## src/rtl/onehot_pkg.sv

```systemverilog
// Shared definitions for the one-hot address encoder: error classes, default
// line count and the output-stage state type.
package onehot_pkg;

  localparam int DEFAULT_LINES = 4;

  localparam logic [1:0] ERR_OK           = 2'b00;
  localparam logic [1:0] ERR_NONE_HOT     = 2'b01;
  localparam logic [1:0] ERR_MULTI_HOT    = 2'b10;
  localparam logic [1:0] ERR_HOT_DISABLED = 2'b11;

  typedef enum logic {
    ST_EMPTY = 1'b0,
    ST_FULL  = 1'b1
  } out_state_e;

endpackage

```

## src/rtl/onehot_classify.sv

```systemverilog
// Combinational classifier: LSB-priority index of the set lines, popcount
// flags and the error class for a line/enable pair.
module onehot_classify
  import onehot_pkg::*;
#(
  parameter int LINES  = DEFAULT_LINES,
  parameter int ADDR_W = $clog2(LINES)
) (
  input  logic [LINES-1:0]  line,
  input  logic              enable,
  output logic [ADDR_W-1:0] idx,
  output logic              none_hot,
  output logic              multi_hot,
  output logic [1:0]        err_code
);

  localparam int CNT_W = $clog2(LINES + 1);

  logic [CNT_W-1:0] pop;

  // Scanning from the top down lets the lowest set bit win.
  always_comb begin
    idx = '0;
    pop = '0;
    for (int i = LINES - 1; i >= 0; i--) begin
      if (line[i]) idx = ADDR_W'(i);
    end
    for (int i = 0; i < LINES; i++) begin
      pop = pop + CNT_W'(line[i]);
    end
  end

  assign none_hot  = (pop == '0);
  assign multi_hot = (pop > CNT_W'(1));

  always_comb begin
    err_code = ERR_OK;
    if (enable) begin
      if (none_hot)       err_code = ERR_NONE_HOT;
      else if (multi_hot) err_code = ERR_MULTI_HOT;
    end else if (!none_hot) begin
      err_code = ERR_HOT_DISABLED;
    end
  end

endmodule

```

## src/rtl/onehot_addr_encoder.sv

```systemverilog
// Registered one-hot to binary encoder with valid/ready on both sides, beat
// classification and a saturating error counter.
module onehot_addr_encoder
  import onehot_pkg::*;
#(
  parameter int LINES     = DEFAULT_LINES,
  parameter int ADDR_W    = $clog2(LINES),
  parameter int ERR_CNT_W = 8
) (
  input  logic                 clk,
  input  logic                 rst_n,
  input  logic                 in_valid,
  output logic                 in_ready,
  input  logic [LINES-1:0]     line,
  input  logic                 enable,
  output logic                 out_valid,
  input  logic                 out_ready,
  output logic [ADDR_W-1:0]    address,
  output logic                 enable_o,
  output logic [1:0]           err_code,
  input  logic                 err_clr,
  output logic [ERR_CNT_W-1:0] err_count,
  output out_state_e           state_dbg
);

  // Handshake: a beat transfers on a rising edge where valid & ready are both
  // high. in_valid/out_valid are not withdrawn by this block once raised;
  // in_ready depends combinationally on out_ready so one result can drain and
  // the next be captured in the same cycle.

  localparam logic [ERR_CNT_W-1:0] CNT_MAX = '1;

  out_state_e        state_q, state_d;
  logic              accept;
  logic              beat_err;
  logic [ADDR_W-1:0] cls_idx;
  logic              cls_none;
  logic              cls_multi;
  logic [1:0]        cls_code;

  onehot_classify #(
    .LINES  (LINES),
    .ADDR_W (ADDR_W)
  ) u_classify (
    .line      (line),
    .enable    (enable),
    .idx       (cls_idx),
    .none_hot  (cls_none),
    .multi_hot (cls_multi),
    .err_code  (cls_code)
  );

  // Held low during reset so nothing is taken while the stage is cleared.
  assign in_ready  = rst_n & ((state_q == ST_EMPTY) | out_ready);
  assign accept    = in_valid & in_ready;
  assign out_valid = (state_q == ST_FULL);
  assign state_dbg = state_q;

  // Enabled beats err unless exactly one line is hot; idle beats err on any hot line.
  assign beat_err = enable ? (cls_none | cls_multi) : ~cls_none;

  always_ff @(posedge clk or negedge rst_n) begin
    if (!rst_n) state_q <= ST_EMPTY;
    else        state_q <= state_d;
  end

  always_comb begin
    state_d = state_q;
    case (state_q)
      ST_EMPTY: if (accept) state_d = ST_FULL;
      ST_FULL:  if (out_ready && !accept) state_d = ST_EMPTY;
      default:  state_d = ST_EMPTY;
    endcase
  end

  always_ff @(posedge clk or negedge rst_n) begin
    if (!rst_n) begin
      address  <= '0;
      enable_o <= 1'b0;
      err_code <= ERR_OK;
    end else if (accept) begin
      address  <= cls_idx;
      enable_o <= enable;
      err_code <= cls_code;
    end
  end

  // A clear coinciding with an erroring beat keeps that beat's count.
  always_ff @(posedge clk or negedge rst_n) begin
    if (!rst_n) begin
      err_count <= '0;
    end else if (err_clr) begin
      err_count <= (accept && beat_err) ? ERR_CNT_W'(1) : '0;
    end else if (accept && beat_err && (err_count != CNT_MAX)) begin
      err_count <= err_count + ERR_CNT_W'(1);
    end
  end

endmodule

```

## config.mk

```make
export PLATFORM = sky130hd
export DESIGN_NAME = onehot_addr_encoder
export DESIGN_NICKNAME = d
export VERILOG_FILES = /design/src/rtl/onehot_pkg.sv /design/src/rtl/onehot_classify.sv /design/src/rtl/onehot_addr_encoder.sv
export SDC_FILE = /design/constraint.sdc
export NUM_CORES = 1
export LEC_CHECK = 0
export ABC_AREA = 1
export BUFFER_PORTS_ARGS = -buffer_cell sky130_fd_sc_hd__buf_2
export CAP_MARGIN = 20
export CORE_ASPECT_RATIO = 0.75
export CORE_MARGIN = 2
export CORE_UTILIZATION = 46
export DETAILED_ROUTE_END_ITERATION = 6
export HOLD_SLACK_MARGIN = 0.12
export PLACE_DENSITY = 0.85
export SYNTH_ARGS = -nofsm -noshare
export SYNTH_HDL_FRONTEND = slang
export SYNTH_HIERARCHICAL = 1
export SYNTH_SLANG_ARGS = --single-unit
```

## constraint.sdc

```tcl
create_clock -name clk -period 1.15 [get_ports clk]
set_input_delay 0.0575 -clock clk [delete_from_list [all_inputs] [get_ports clk]]
set_output_delay 0.0575 -clock clk [all_outputs]
set_load 0.05 [all_outputs]
```

---- After elaboration in Yosys (flattened, before gate mapping) ----
Cells that the tools add are included.
word-level totals
  register bits after elaboration ......... 14
  output and inout bits ................... 16
operators by class
  add/subtract/negate cells ............... 4
  $lt $le $gt $ge ......................... 1
  equal/unequal tests ..................... 1
  muxes and demuxes ....................... 15
  bitwise operators ....................... 6
  reduce and logical (&&, ||, !) cells .... 6
operators with widths
  kind                                                                  number
  2-bit two-way mux                                                     8
  8-bit two-way mux                                                     2
  8-bit by 1-bit adder with 8-bit output, second input constant         1
  8-bit != test, second input constant                                  1
  3-bit by 1-bit adder with 3-bit output                                2
  1-bit two-way mux                                                     4
  3-bit by 1-bit > comparator with 1-bit output, second input constant  1
  1-bit logical AND                                                     3
  3-bit logical NOT                                                     1
  1-bit by 1-bit adder with 2-bit output                                1
  1-bit AND                                                             2
  1-bit NOT                                                             2
  1-bit bitwise OR                                                      2
  1-bit one-hot mux with 2 select lines                                 1
  2-bit nonzero test                                                    1
  1-bit logical NOT                                                     1

---- Depth between registers and ports, before layout ----
Gate-level depths: netlist (run 1).
  word-level depth ........................ 10
  mapped depth ............................ 18
  depth with buffers taken out ............ 18

---- By module ----
The synthesis (run 1) kept the hierarchy.
by module, submodules not included
  module               instances  cells an instance  area each (um^2)  seq. area each (um^2)
  onehot_addr_encoder  1          104                799.5             350.3
  onehot_classify      1          32                 187.7             0.0

---- Worst setup path before layout (run 1) ----
OpenSTA, ideal clock, no wires.
  kind .................................... input-to-reg
  start ................................... in line[0]
  end ..................................... reg err_count[4]
  setup time .............................. 0.119 ns
  data arrival time ....................... 1.906 ns
  setup slack ............................. -0.875 ns
  stages on the path ...................... 18
  path buffers ............................ 0
  cells stage by stage .................... inv_1 > fa_1 > inv_1 > ha_1 > inv_1 > ha_1 > nor2_4 > nand2_1 > nand2_1 > inv_1 > inv_1 > nand2_1 > nand2_1 > nand2_1 > nand3_4 > nand2_2 > nand2_1 > nand2_1
on the way
  cells in the longest elaborated chain, start to end .. 9
  elaborated cells between the ends (all ways) .. 11
  classes of those cells .................. add/sub: 3; order compare: 1; mux: 1; bitwise: 2; reduce/logical: 4
RTL lines
  item                                                 RTL line                   RTL
  start, declared                                      onehot_addr_encoder.sv:14  input logic [LINES-1:0] line,
  1-bit by 1-bit adder with 2-bit output               onehot_classify.sv:29      pop = pop + CNT_W'(line[i]);
  3-bit by 1-bit adder with 3-bit output (2 in a row)  onehot_classify.sv:29
  3-bit by 1-bit > comparator with 1-bit output        onehot_classify.sv:34      assign multi_hot = (pop > CNT_W'(1));
  named net cls_multi                                  onehot_addr_encoder.sv:38  logic cls_multi;
  1-bit bitwise OR                                     onehot_addr_encoder.sv:60  assign beat_err = enable ? (cls_none | cls_multi) : ~cls_none;
  1-bit two-way mux                                    onehot_addr_encoder.sv:60
  1-bit logical AND (2 in a row)                       onehot_addr_encoder.sv:94  end else if (accept && beat_err && (err_count != CNT_MAX)) begin
  2-bit nonzero test (no source line)                  n/a
  end signal, assigned                                 onehot_addr_encoder.sv:93  err_count <= (accept && beat_err) ? ERR_CNT_W'(1) : '0;
  end signal, assigned                                 onehot_addr_encoder.sv:95  err_count <= err_count + ERR_CNT_W'(1);
  end, declared                                        onehot_addr_encoder.sv:22  output logic [ERR_CNT_W-1:0] err_count,
The timed path passes the listed nets, and every way through them passes these cells.
A chain may end at the register's enable or synchronous reset.

---- Worst setup path after layout (run 1) ----
  start ................................... in line[0]
  end ..................................... reg err_count[3]
Same word-level chain as after synthesis.

==> flow_metrics.tcl, run 1 <==
set metrics [dict create \
    timing.setup.critical_path_class "input port to flip-flop" \
    timing.max_cap.violations 0 \
    final.period_utilization_pct 168 \
    critPathLaunchType "input port" \
    hpwlAfterDp_um 1780 \
    postSynthNetCount 152 \
    worstMarginPinSlew_ps 310 \
    portBuffers 25 \
    antenna_found_initial 0 \
    finalWeightedCongestion 0.811 \
    arrival_ps 2110 \
    total_cts_buffers 3 \
    crit_slowest_cell "sky130_fd_sc_hd__fa_1" \
    worst_hold_path_type "input port to flip-flop" \
    antenna_cells 0 \
    rr_endpoint "err_count[5]" \
    clk_latency_ps 290 \
    rows 14 \
    setup_tns_ps -6910 \
    worst_path_most_repeated_cell "sky130_fd_sc_hd__nand2_1" \
    synth.most_common_cell "sky130_fd_sc_hd__nand2_1" \
    grt_start_max_net_pins 15 \
    fin_worst_skew_ps 5.71 \
    route.detailed.wl_per_inst_um 13.5 \
    initial_utilization_pct 49.0 \
    leakage_nw 0.885 \
    internal-power_mw 0.994 \
    netlist_area_sq_um 987 \
    ioPinCount 26 \
    core_area_sq_um 2010 \
    ys.flop_type "sky130_fd_sc_hd__dfrtp_1" \
    final_hold_fails 0 \
    synth_cell_type_count 20 \
    timing.critical_path.cells "buf_8 -> inv_8 -> fa_1 -> inv_2 -> ha_4 -> inv_4 -> ha_4 -> nor2_4 -> nand2_1 -> nand2_1 -> inv_1 -> inv_1 -> nand2_1 -> nand2_1 -> nand2_2 -> nand3_4 -> nand2_4 -> nand2_2 -> nand2_2" \
    place.detailed.instances 201 \
    run_status "finished, violations left" \
    vdd_drop_max_v 0.000983 \
    routed_wl_um 2950 \
    synth.ff_latch_count 14 \
    async_flop_share_pct 100 \
    drcViolationCount 0 \
    drtAntennaViolNets 0 \
    worstReg2RegStart "err_count[0]" \
    timing.final.crit_period_ps 1930 \
    pwr-share-clk_pct 22.2 \
    maximum_single_stage_delay_on_the_critical_path_ps 540 \
    portion_of_the_post_synthesis_area_used_by_sequential_elements_pct 35.5 \
    kind_of_capture_point_of_the_worst_setup_path "flip-flop" \
    fin_total_pwr_mw 1.68 \
    cts_clk_pin_slew_worst_paths_ps 100 \
    critical_path.endpoint "err_count[3]" \
    seqPwrFrac_pct 33.6 \
    die_width_um 57.5 \
    grt_first_pass_wirelength_um 4090 \
    root_buffer "sky130_fd_sc_hd__clkbuf_4" \
    final.setup.worst_slack_ps -781 \
    slew-limit-headroom_pct 79.2 \
    flow.area_growth_from_synthesis_pct 57.7 \
    cts_htree_levels 1 \
    synthDominantAreaCellType "sky130_fd_sc_hd__dfrtp_1" \
    cts.sinks 14 \
    synth_enable_flop_cells 0 \
    syn_area_per_cell_sq_um 7.26 \
    via_count 1127 \
    crit_start "line[0]" \
    pre_cts_ws_ps -1100 \
    power.switching_fraction_pct 40.7 \
    synth_commonest_cells "sky130_fd_sc_hd__nand2_1 (54), sky130_fd_sc_hd__inv_1 (20), sky130_fd_sc_hd__dfrtp_1 (14)" \
    detail_routed_via_count_per_cell 5.17 \
    grt_setup_unrepaired "yes" \
    r2r_cells 8 \
    pwr-share-comb_pct 44.2 \
    fin_cells 218 \
    detailedRoute.firstPassIterationCount 4 \
    layout-drive-gt1-share_pct 47.4 \
    yosys.area.top_type_share_pct 35.5 \
    groute.usage.overall_pct 21.3 \
    post_synthesis_instance_total 136 \
    cp.required_ps 1330 \
    layout.filler_cells 110 \
    timing.final.setup_violations 11 \
    first_global_vias 933 \
    max-clock-path-buffers 2 \
    p_per_area_nw_per_um2 1080 \
    achievable_freq_mhz 518 \
    die_h_um 44.1 \
    drt_iter0_drc 39 \
    dieArea_sq_um 2540 \
    globalRoute.totalOverflow 0 \
    cts_tree "built" \
    timing_max_transition_violations_final 0 \
    yosys-top-cells-area "sky130_fd_sc_hd__dfrtp_1 (35%), sky130_fd_sc_hd__nand2_1 (21%), sky130_fd_sc_hd__inv_1 (7.6%), sky130_fd_sc_hd__ha_1 (6.3%), sky130_fd_sc_hd__nand3_1 (6.1%)" \
    cp_max_fo 5 \
    worst_reg2reg_setup_slack_ps -260 \
    nNetsFinal 211 \
    p_sw_mw 0.681 \
    violations_in_the_final_reports "negative setup slack" \
    yosys_warnings 6 \
]
-- registers in the layout, summed over array words and instances, names as in the netlist --
register,count
err_count,8
address,2
err_code,2
enable_o,1
out_valid,1
-- timing repair --
| item | 4_1_cts | 5_1_grt |
|---|---|---|
| setup endpoints to repair | 13 | 15 |
| gates cloned | 1 | 0 |
| hold buffers | 6 | 0 |
| pin swaps | 14 | 23 |
| endpoints found under the hold margin | 17 | 0 |
| resized for setup | 16 | 23 |
| setup buffers | 3 | 4 |
-- routing by layer --
metal  vias to the layer above  wire (um)  global-route usage, %
met3                        16        250                   4.39
met2                        59       1470                   36.1
met5                         -          0                      0
li1                        533          -                      -
met4                         0         99                   6.05
met1                       519       1130                   27.8
-- metrics by stage --
step | instance area [sq um] | utilization [%] | hold slack (ps)
floorplan | 1010 | - | -238
global placement | 1290 | 64.0 | 59.1
detailed placement | 1290 | 64.0 | 60.1
CTS | 1470 | 73.1 | 150
global route | 1560 | 77.3 | 203
finish | 1560 | 77.3 | 185
-- power by group through the flow --
stage          Sequential, mW  Combinational, mW  Clock, mW
2_1_floorplan           0.729              0.260          0
3_3_place_gp            0.569              0.570          0
3_5_place_dp            0.569              0.588          0
4_1_cts                 0.561              0.662      0.370
5_1_grt                 0.570              0.788      0.395
6_report                0.564              0.740      0.372
-- cell type report --
type                    count  area [sq um]  share of cell area, %
multi-input cells          99           628                   40.4
flip-flops and latches     14           352                   22.6
inverters                  23           104                   6.67
well taps                  24          30.0                   1.93
repair buffers             54           407                   26.1
clock buffers               4          36.3                   2.33
-- logic make-up (layout without fill, tap and decap cells) --
kind of cell	after synthesis	in the layout	synth area share (%)
AO/OA/AOI/OAI	2	2	1.01
adder cells (fa/ha/maj)	6	6	8.37
AND/OR/NAND/NOR	85	86	41.2
flip-flops	14	14	35.5
buffers and inverters	24	81	9.51
XOR/XNOR	5	5	4.44
-- worst min path at each step --
stage,from,to,slack [ps],cells after the start
final,line[2],address[1],190,5
after global routing,enable,err_code[1],200,6
after CTS,out_ready,out_valid,150,5
after detailed placement,rst_n,err_count[5],60,2
after global placement,rst_n,err_count[5],60,2
after floorplan,rst_n,address[0],-240,0
-- worst max-delay path: cells and delay by family --
kind	cells	cell delay [ps]
AND/OR/NAND/NOR	10	810
adder cells (fa/ha/maj)	3	910
buffers and inverters	6	330
-- cells in the final DEF, fill, tap and decap left out, types with 2 or more instances in the layout --
| master | instances |
|---|---|
| sky130_fd_sc_hd__ha_1 | 2 |
| sky130_fd_sc_hd__a21oi_1 | 2 |
| sky130_fd_sc_hd__nand2_4 | 4 |
| sky130_fd_sc_hd__buf_2 | 19 |
| sky130_fd_sc_hd__nand2_2 | 16 |
| sky130_fd_sc_hd__xor2_1 | 3 |
| sky130_fd_sc_hd__buf_6 | 5 |
| sky130_fd_sc_hd__dlygate4sd3_1 | 6 |
| sky130_fd_sc_hd__buf_4 | 21 |
| sky130_fd_sc_hd__inv_1 | 13 |
| sky130_fd_sc_hd__inv_2 | 5 |
| sky130_fd_sc_hd__nand2_1 | 41 |
| sky130_fd_sc_hd__clkbuf_4 | 4 |
| sky130_fd_sc_hd__ha_4 | 2 |
| sky130_fd_sc_hd__nand3_1 | 12 |
| sky130_fd_sc_hd__buf_8 | 2 |
| sky130_fd_sc_hd__xnor2_1 | 2 |
| sky130_fd_sc_hd__nor2_1 | 6 |
| sky130_fd_sc_hd__nor2_4 | 2 |
| sky130_fd_sc_hd__dfrtp_1 | 13 |
| sky130_fd_sc_hd__inv_4 | 2 |
No activity file was read; power rests on OpenSTA's default activity.
==> inputs of run 2 (changes only) <==
- REMOVE_ABC_BUFFERS: unset -> 1
==> run 2 against run 1 <==
Net effect: the flow still finishes with violations (negative setup slack); sequential share of layout area rose by 0.34 points; combinational power fell by 3%; register-to-register slack improved by 30 ps; die area did not move; wire length rose by 5.6%; clock skew rose by 5.5 ps; cell area fell by 1.8%; non-clock buffer count did not move; flip-flop and latch count did not move; global-route usage rose by 3.6 points; cell count did not move; clock power barely moved; largest cell class unchanged; highest routed layer unchanged.
==> flow_metrics.tcl, run 2 (synthesis results as in run 1) <==
set metrics [dict create \
    worstReg2RegStart "err_count[0]" \
    worstMarginPinSlew_ps 316 \
    worst_reg2reg_setup_slack_ps -230 \
    grt_first_pass_wirelength_um 4750 \
    layout.cells.most_common "sky130_fd_sc_hd__nand2_1" \
    dieArea_sq_um 2540 \
    nNetsFinal 211 \
    core_area_sq_um 2010 \
    cp.required_ps 1330 \
    detail_routed_via_count_per_cell 5.21 \
    ioPinCount 26 \
    total_cts_buffers 3 \
    final.period_utilization_pct 169 \
    max-clock-path-buffers 2 \
    root_buffer "sky130_fd_sc_hd__clkbuf_4" \
    final.setup.worst_slack_ps -798 \
    register_with_the_highest_flop_count "err_count" \
    fin_total_pwr_mw 1.65 \
    largest_reg_flops 8 \
    pre_cts_ws_ps -1180 \
    timing.max_cap.violations 0 \
    cts_htree_levels 1 \
    die_h_um 44.1 \
    groute.usage.overall_pct 24.8 \
    timing.final.crit_period_ps 1950 \
    finalWeightedCongestion 0.842 \
    kind_of_capture_point_of_the_worst_setup_path "flip-flop" \
    hpwlAfterDp_um 1770 \
    final_design_area_no_fill_sq_um 1530 \
    layout-drive-gt1-share_pct 43.8 \
    antenna_cells 0 \
    rows 14 \
    final_hold_fails 0 \
    run_status "finished, violations left" \
    cp_max_fo 5 \
    post_dp_cell_area_sq_um 1250 \
    fin_worst_skew_ps 11.2 \
    drtAntennaViolNets 0 \
    layout.cells.most_common_list "sky130_fd_sc_hd__nand2_1 (47), sky130_fd_sc_hd__buf_4 (24), sky130_fd_sc_hd__buf_2 (18)" \
    cts_tree "built" \
    arrival_ps 2120 \
    drt_iter0_drc 61 \
    flow.area_growth_from_synthesis_pct 54.8 \
    p_per_area_nw_per_um2 1080 \
    regs_by_ff_count "err_count x8, address x2, err_code x2" \
    start_point_of_the_worst_hold_path "err_clr" \
    setup_tns_ps -7010 \
    rr_endpoint "err_count[7]" \
    route.detailed.wl_per_inst_um 14.3 \
    vdd_drop_max_v 0.000784 \
    r2r_cells 8 \
    initial_utilization_pct 49.0 \
    portBuffers 25 \
    cts.sinks 14 \
    detailedRoute.firstPassIterationCount 4 \
    place.detailed.instances 200 \
    antenna_found_initial 0 \
    via_count 1135 \
    grt_start_max_net_pins 15 \
    timing.setup.critical_path_class "input port to flip-flop" \
    first_global_vias 1041 \
    routed_wl_um 3120 \
    critPathLaunchType "input port" \
    fin_cells 218 \
    cts_clk_pin_slew_worst_paths_ps 100 \
    worst_hold_path_type "input port to flip-flop" \
    achievable_freq_mhz 513 \
    number_of_cells_on_the_worst_hold_path 4 \
    violations_in_the_final_reports "negative setup slack" \
    grt_setup_unrepaired "yes" \
    worstHoldEndpoint "err_count[6]" \
    timing_max_transition_violations_final 0 \
    clk_latency_ps 290 \
    globalRoute.totalOverflow 0 \
    slew-limit-headroom_pct 78.8 \
    leakage_nw 0.883 \
    die_width_um 57.5 \
    drcViolationCount 0 \
    timing.final.setup_violations 10 \
]
[run 2: changes by cell type in the layout (fill, tap and decap cells not counted), sizes merged]
cell	change
buf	+2
dlygate4sd3	-2
[run 2: worst max-delay path, cell delays in order]
cell	delay [ps]
sky130_fd_sc_hd__buf_8	80
sky130_fd_sc_hd__inv_4	30
sky130_fd_sc_hd__fa_1	550
sky130_fd_sc_hd__inv_2	50
sky130_fd_sc_hd__ha_4	160
sky130_fd_sc_hd__inv_4	60
sky130_fd_sc_hd__ha_4	200
sky130_fd_sc_hd__nor2_4	130
sky130_fd_sc_hd__nand2_1	80
sky130_fd_sc_hd__nand2_1	70
sky130_fd_sc_hd__inv_1	50
sky130_fd_sc_hd__inv_1	40
sky130_fd_sc_hd__nand2_1	50
sky130_fd_sc_hd__nand2_1	70
sky130_fd_sc_hd__nand2_2	90
sky130_fd_sc_hd__nand3_4	150
sky130_fd_sc_hd__nand2_4	80
sky130_fd_sc_hd__nand2_2	70
sky130_fd_sc_hd__nand2_1	50
[run 2: repair_timing]
| action | 4_1_cts | 5_1_grt |
|---|---|---|
| setup buffers | 8 | 2 |
| endpoints found under the setup margin | 11 | 14 |
| cloned | 1 | 0 |
| hold endpoints to repair | 16 | 1 |
| resized for setup | 20 | 16 |
| pin swaps | 15 | 14 |
| hold buffers | 3 | 1 |
[run 2: cell type report]
| class | count | area, sq um |
|---|---|---|
| sequential | 14 | 350 |
| inverter | 23 | 93.8 |
| timing repair buffer | 54 | 404 |
| fill | 124 | 487 |
| tap | 24 | 30.0 |
| multi-input combinational | 99 | 613 |
| clock buffer | 4 | 36.3 |
[run 2: power breakdown]
part / internal, mW / leakage [nW] / switching (mW) / total [mW]
clock: 0.193 / 0.0210 / 0.176 / 0.369
combinational: 0.256 / 0.676 / 0.466 / 0.721
sequential: 0.535 / 0.186 / 0.0260 / 0.561
total: 0.984 / 0.883 / 0.668 / 1.65
[run 2: worst max-delay path by stage]
| stage | from | end | slack [ps] |
|---|---|---|---|
| 2_1_floorplan | line[0] | err_count[4] | -880 |
| 3_5_place_dp | line[0] | err_count[4] | -1180 |
| 5_1_grt | line[0] | err_count[2] | -890 |
| 3_3_place_gp | line[0] | err_count[4] | -1070 |
| 4_1_cts | line[3] | err_count[3] | -750 |
| 6_report | line[0] | err_count[3] | -800 |
[run 2: per-layer routing]
metal  track usage (%)  up-vias  wire length, um
li1                  -      521                -
met1              31.4      535             1290
met2              42.7       68             1540
met3              5.26       11              209
met4              8.37        0               76
met5                 0        -                0
[run 2: metrics by stage]
stage | utilization (%) | hold slack [ps]
6_report | 75.8 | 128
5_1_grt | 75.8 | 149
4_1_cts | 72.4 | 120
3_5_place_dp | 62.3 | 64.4
3_3_place_gp | 62.3 | 62.3
2_1_floorplan | - | -238
==> inputs of run 3 (changes only) <==
- ABC_AREA: 1 -> unset
- CORE_UTILIZATION: 46 -> 45
- PLACE_DENSITY: 0.85 -> 0.84
==> run 3 against run 2 <==
Net effect: clock skew down 5.0 ps; critical path type unchanged; power is 7.3% higher; wire length rose by 2.7%; via count decreased by 13%; cell area fell by 1.6%; synthesized cell count shrank 35%; the run still ends with negative setup slack left; area after synthesis decreased by 8.4%; fmax decreased by 13%; combinational power grew 15%.
==> flow_metrics.tcl, run 3 <==
set metrics [dict create \
    finalWeightedCongestion 0.825 \
    pwr-share-clk_pct 20.6 \
    root_buffer "sky130_fd_sc_hd__clkbuf_4" \
    largest_reg_flops 8 \
    cts.sinks 14 \
    vdd_drop_max_v 0.000936 \
    netlist_area_sq_um 905 \
    ys.flop_type "sky130_fd_sc_hd__dfrtp_1" \
    leakage_nw 0.731 \
    layout.cells.most_common "sky130_fd_sc_hd__buf_4" \
    groute.usage.overall_pct 28.3 \
    die_h_um 42.8 \
    first_global_vias 1024 \
    kind_of_capture_point_of_the_worst_setup_path "flip-flop" \
    final_design_area_no_fill_sq_um 1500 \
    cp.required_ps 1380 \
    timing.max_cap.violations 0 \
    seqPwrFrac_pct 32.6 \
    async_flop_share_pct 100 \
    post_synthesis_instance_total 89 \
    drt_iter0_drc 41 \
    rr_endpoint "err_count[0]" \
    dieArea_sq_um 2390 \
    timing_max_transition_violations_final 0 \
    p_sw_mw 0.691 \
    critical_path_cell_count 13 \
    hpwlAfterDp_um 1730 \
    final_hold_fails 0 \
    drcViolationCount 0 \
    die_width_um 55.8 \
    critPathLaunchType "input port" \
    fin_worst_skew_ps 6.17 \
    rows 14 \
    cts_tree "built" \
    worst_hold_path_type "input port to flip-flop" \
    antenna_found_initial 0 \
    grt_setup_unrepaired "yes" \
    syn_area_per_cell_sq_um 10.2 \
    regs_by_ff_count "err_count x8, address x2, err_code x2" \
    timing.critical_path.cells "buf_8 -> inv_4 -> fa_1 -> inv_2 -> ha_4 -> inv_4 -> ha_4 -> nor2_4 -> a22oi_2 -> or3b_4 -> nand4b_4 -> or4_4 -> a21oi_2" \
    portion_of_the_post_synthesis_area_used_by_sequential_elements_pct 38.7 \
    drtAntennaViolNets 0 \
    timing.final.setup_violations 14 \
    detailedRoute.firstPassIterationCount 4 \
    power.switching_fraction_pct 39.0 \
    synth_commonest_cells "sky130_fd_sc_hd__dfrtp_1 (14), sky130_fd_sc_hd__inv_1 (10), sky130_fd_sc_hd__nand2_1 (8)" \
    cts_htree_levels 1 \
    cp_max_fo 8 \
    worstMarginPinSlew_ps 672 \
    start_point_of_the_worst_hold_path "err_clr" \
    crit_start "line[0]" \
    ioPinCount 26 \
    place.detailed.instances 157 \
    initial_utilization_pct 46.5 \
    arrival_ps 2480 \
    detail_routed_via_count_per_cell 5.85 \
    max-clock-path-buffers 2 \
    routed_wl_um 3200 \
    nNetsFinal 162 \
    cts_clk_pin_slew_worst_paths_ps 90 \
    number_of_cells_on_the_worst_hold_path 2 \
    worst_reg2reg_setup_slack_ps -660 \
    timing.final.crit_period_ps 2250 \
    final.setup.worst_slack_ps -1100 \
    grt_first_pass_wirelength_um 4970 \
    portBuffers 25 \
    layout.cells.most_common_list "sky130_fd_sc_hd__buf_4 (29), sky130_fd_sc_hd__buf_2 (16), sky130_fd_sc_hd__dfrtp_1 (14)" \
    layout-drive-gt1-share_pct 62.8 \
    internal-power_mw 1.08 \
    pwr-share-comb_pct 46.8 \
    synth.most_common_cell "sky130_fd_sc_hd__dfrtp_1" \
    yosys.area.top_type_share_pct 38.7 \
    timing.setup.critical_path_class "input port to flip-flop" \
    yosys-top-cells-area "sky130_fd_sc_hd__dfrtp_1 (39%), sky130_fd_sc_hd__ha_1 (6.9%), sky130_fd_sc_hd__mux2_2 (6.2%), sky130_fd_sc_hd__inv_1 (4.1%), sky130_fd_sc_hd__nand2_1 (3.3%)" \
    cp.buffers_inverters 4 \
    r2r_cells 6 \
    synth_cell_type_count 33 \
    worstReg2RegStart "err_count[0]" \
    fin_cells 169 \
    flow.area_growth_from_synthesis_pct 66.3 \
    total_cts_buffers 3 \
    clk_latency_ps 290 \
    antenna_cells 0 \
    yosys_warnings 6 \
    via_count 988 \
    core_area_sq_um 1940 \
    fin_total_pwr_mw 1.77 \
    slew-limit-headroom_pct 55.1 \
    p_per_area_nw_per_um2 1180 \
    violations_in_the_final_reports "negative setup slack" \
    postCtsHoldBufs 1 \
    final.period_utilization_pct 196 \
    synthDominantAreaCellType "sky130_fd_sc_hd__dfrtp_1" \
    grt_start_max_net_pins 15 \
    critical_path.top_delay_family "adder cells" \
    crit_slowest_cell "sky130_fd_sc_hd__or4_4" \
    globalRoute.totalOverflow 0 \
    post_dp_cell_area_sq_um 1200 \
    register_with_the_highest_flop_count "err_count" \
    route.detailed.wl_per_inst_um 18.9 \
    achievable_freq_mhz 444 \
    synth.ff_latch_count 14 \
    critical_path.endpoint "err_count[4]" \
    synth_enable_flop_cells 0 \
    run_status "finished, violations left" \
    maximum_single_stage_delay_on_the_critical_path_ps 550 \
]
[run 3: metrics by stage]
stage / hold slack (ps) / util (%) / setup slack (ps) / setup TNS, ps
6_report: 37.2 / 77.3 / -1100 / -9740
5_1_grt: 48.2 / 77.3 / -1160 / -10460
4_1_cts: 33.0 / 73.9 / -1040 / -9300
3_5_place_dp: 35.7 / 61.8 / -1540 / -14070
3_3_place_gp: 28.8 / 61.8 / -1390 / -12730
2_1_floorplan: -238 / - / -1230 / -13480
[run 3: routing by layer]
layer | up-vias | wire, um | track usage, %
met3 | 14 | 212 | 7.93
met1 | 485 | 1310 | 32.9
met2 | 54 | 1520 | 47.4
li1 | 435 | - | -
met5 | - | 0 | 0
met4 | 0 | 149 | 15.6
[run 3: power by group through the flow]
stage	Clock [mW]	Combinational, mW	Sequential [mW]
after global routing	0.392	0.867	0.585
final	0.365	0.830	0.579
after detailed placement	0	0.597	0.580
after CTS	0.368	0.741	0.575
after floorplan	0	0.195	0.786
after global placement	0	0.571	0.579
[run 3: logic make-up (layout without fill, tap and decap cells)]
| kind of cell | Yosys count | after routing | synth area share (%) |
|---|---|---|---|
| and+or+nand+nor | 32 | 32 | 22.4 |
| AOI/OAI and AO/OA | 17 | 17 | 14.8 |
| DFF | 14 | 14 | 38.7 |
| buffers and inverters | 13 | 69 | 6.64 |
| adders and majority gates | 6 | 6 | 9.13 |
| muxes | 6 | 6 | 7.33 |
| xor gates and xnor gates | 1 | 1 | 0.968 |
[run 3: timing repair]
action                                  in CTS  in global routing
resized for setup                           31                 22
endpoints found under the setup margin      14                 19
pin swaps                                   13                 10
hold endpoints to repair                    21                  7
buffers inserted                            10                  2
[run 3: how the worst min path moves through the flow]
stage                    to  slack (ps)
2_1_floorplan    address[0]        -240
3_3_place_gp      out_valid          30
3_5_place_dp   err_count[6]          40
4_1_cts        err_count[6]          30
5_1_grt        err_count[6]          50
6_report       err_count[4]          40
[run 3: cell type report]
type / count / area [sq um]
multi-input cells: 62 / 637
flip-flops and latches: 14 / 350
well taps: 24 / 30.0
repair buffers: 55 / 405
clock buffers: 4 / 36.3
inverters: 10 / 45.0
fillers: 115 / 440
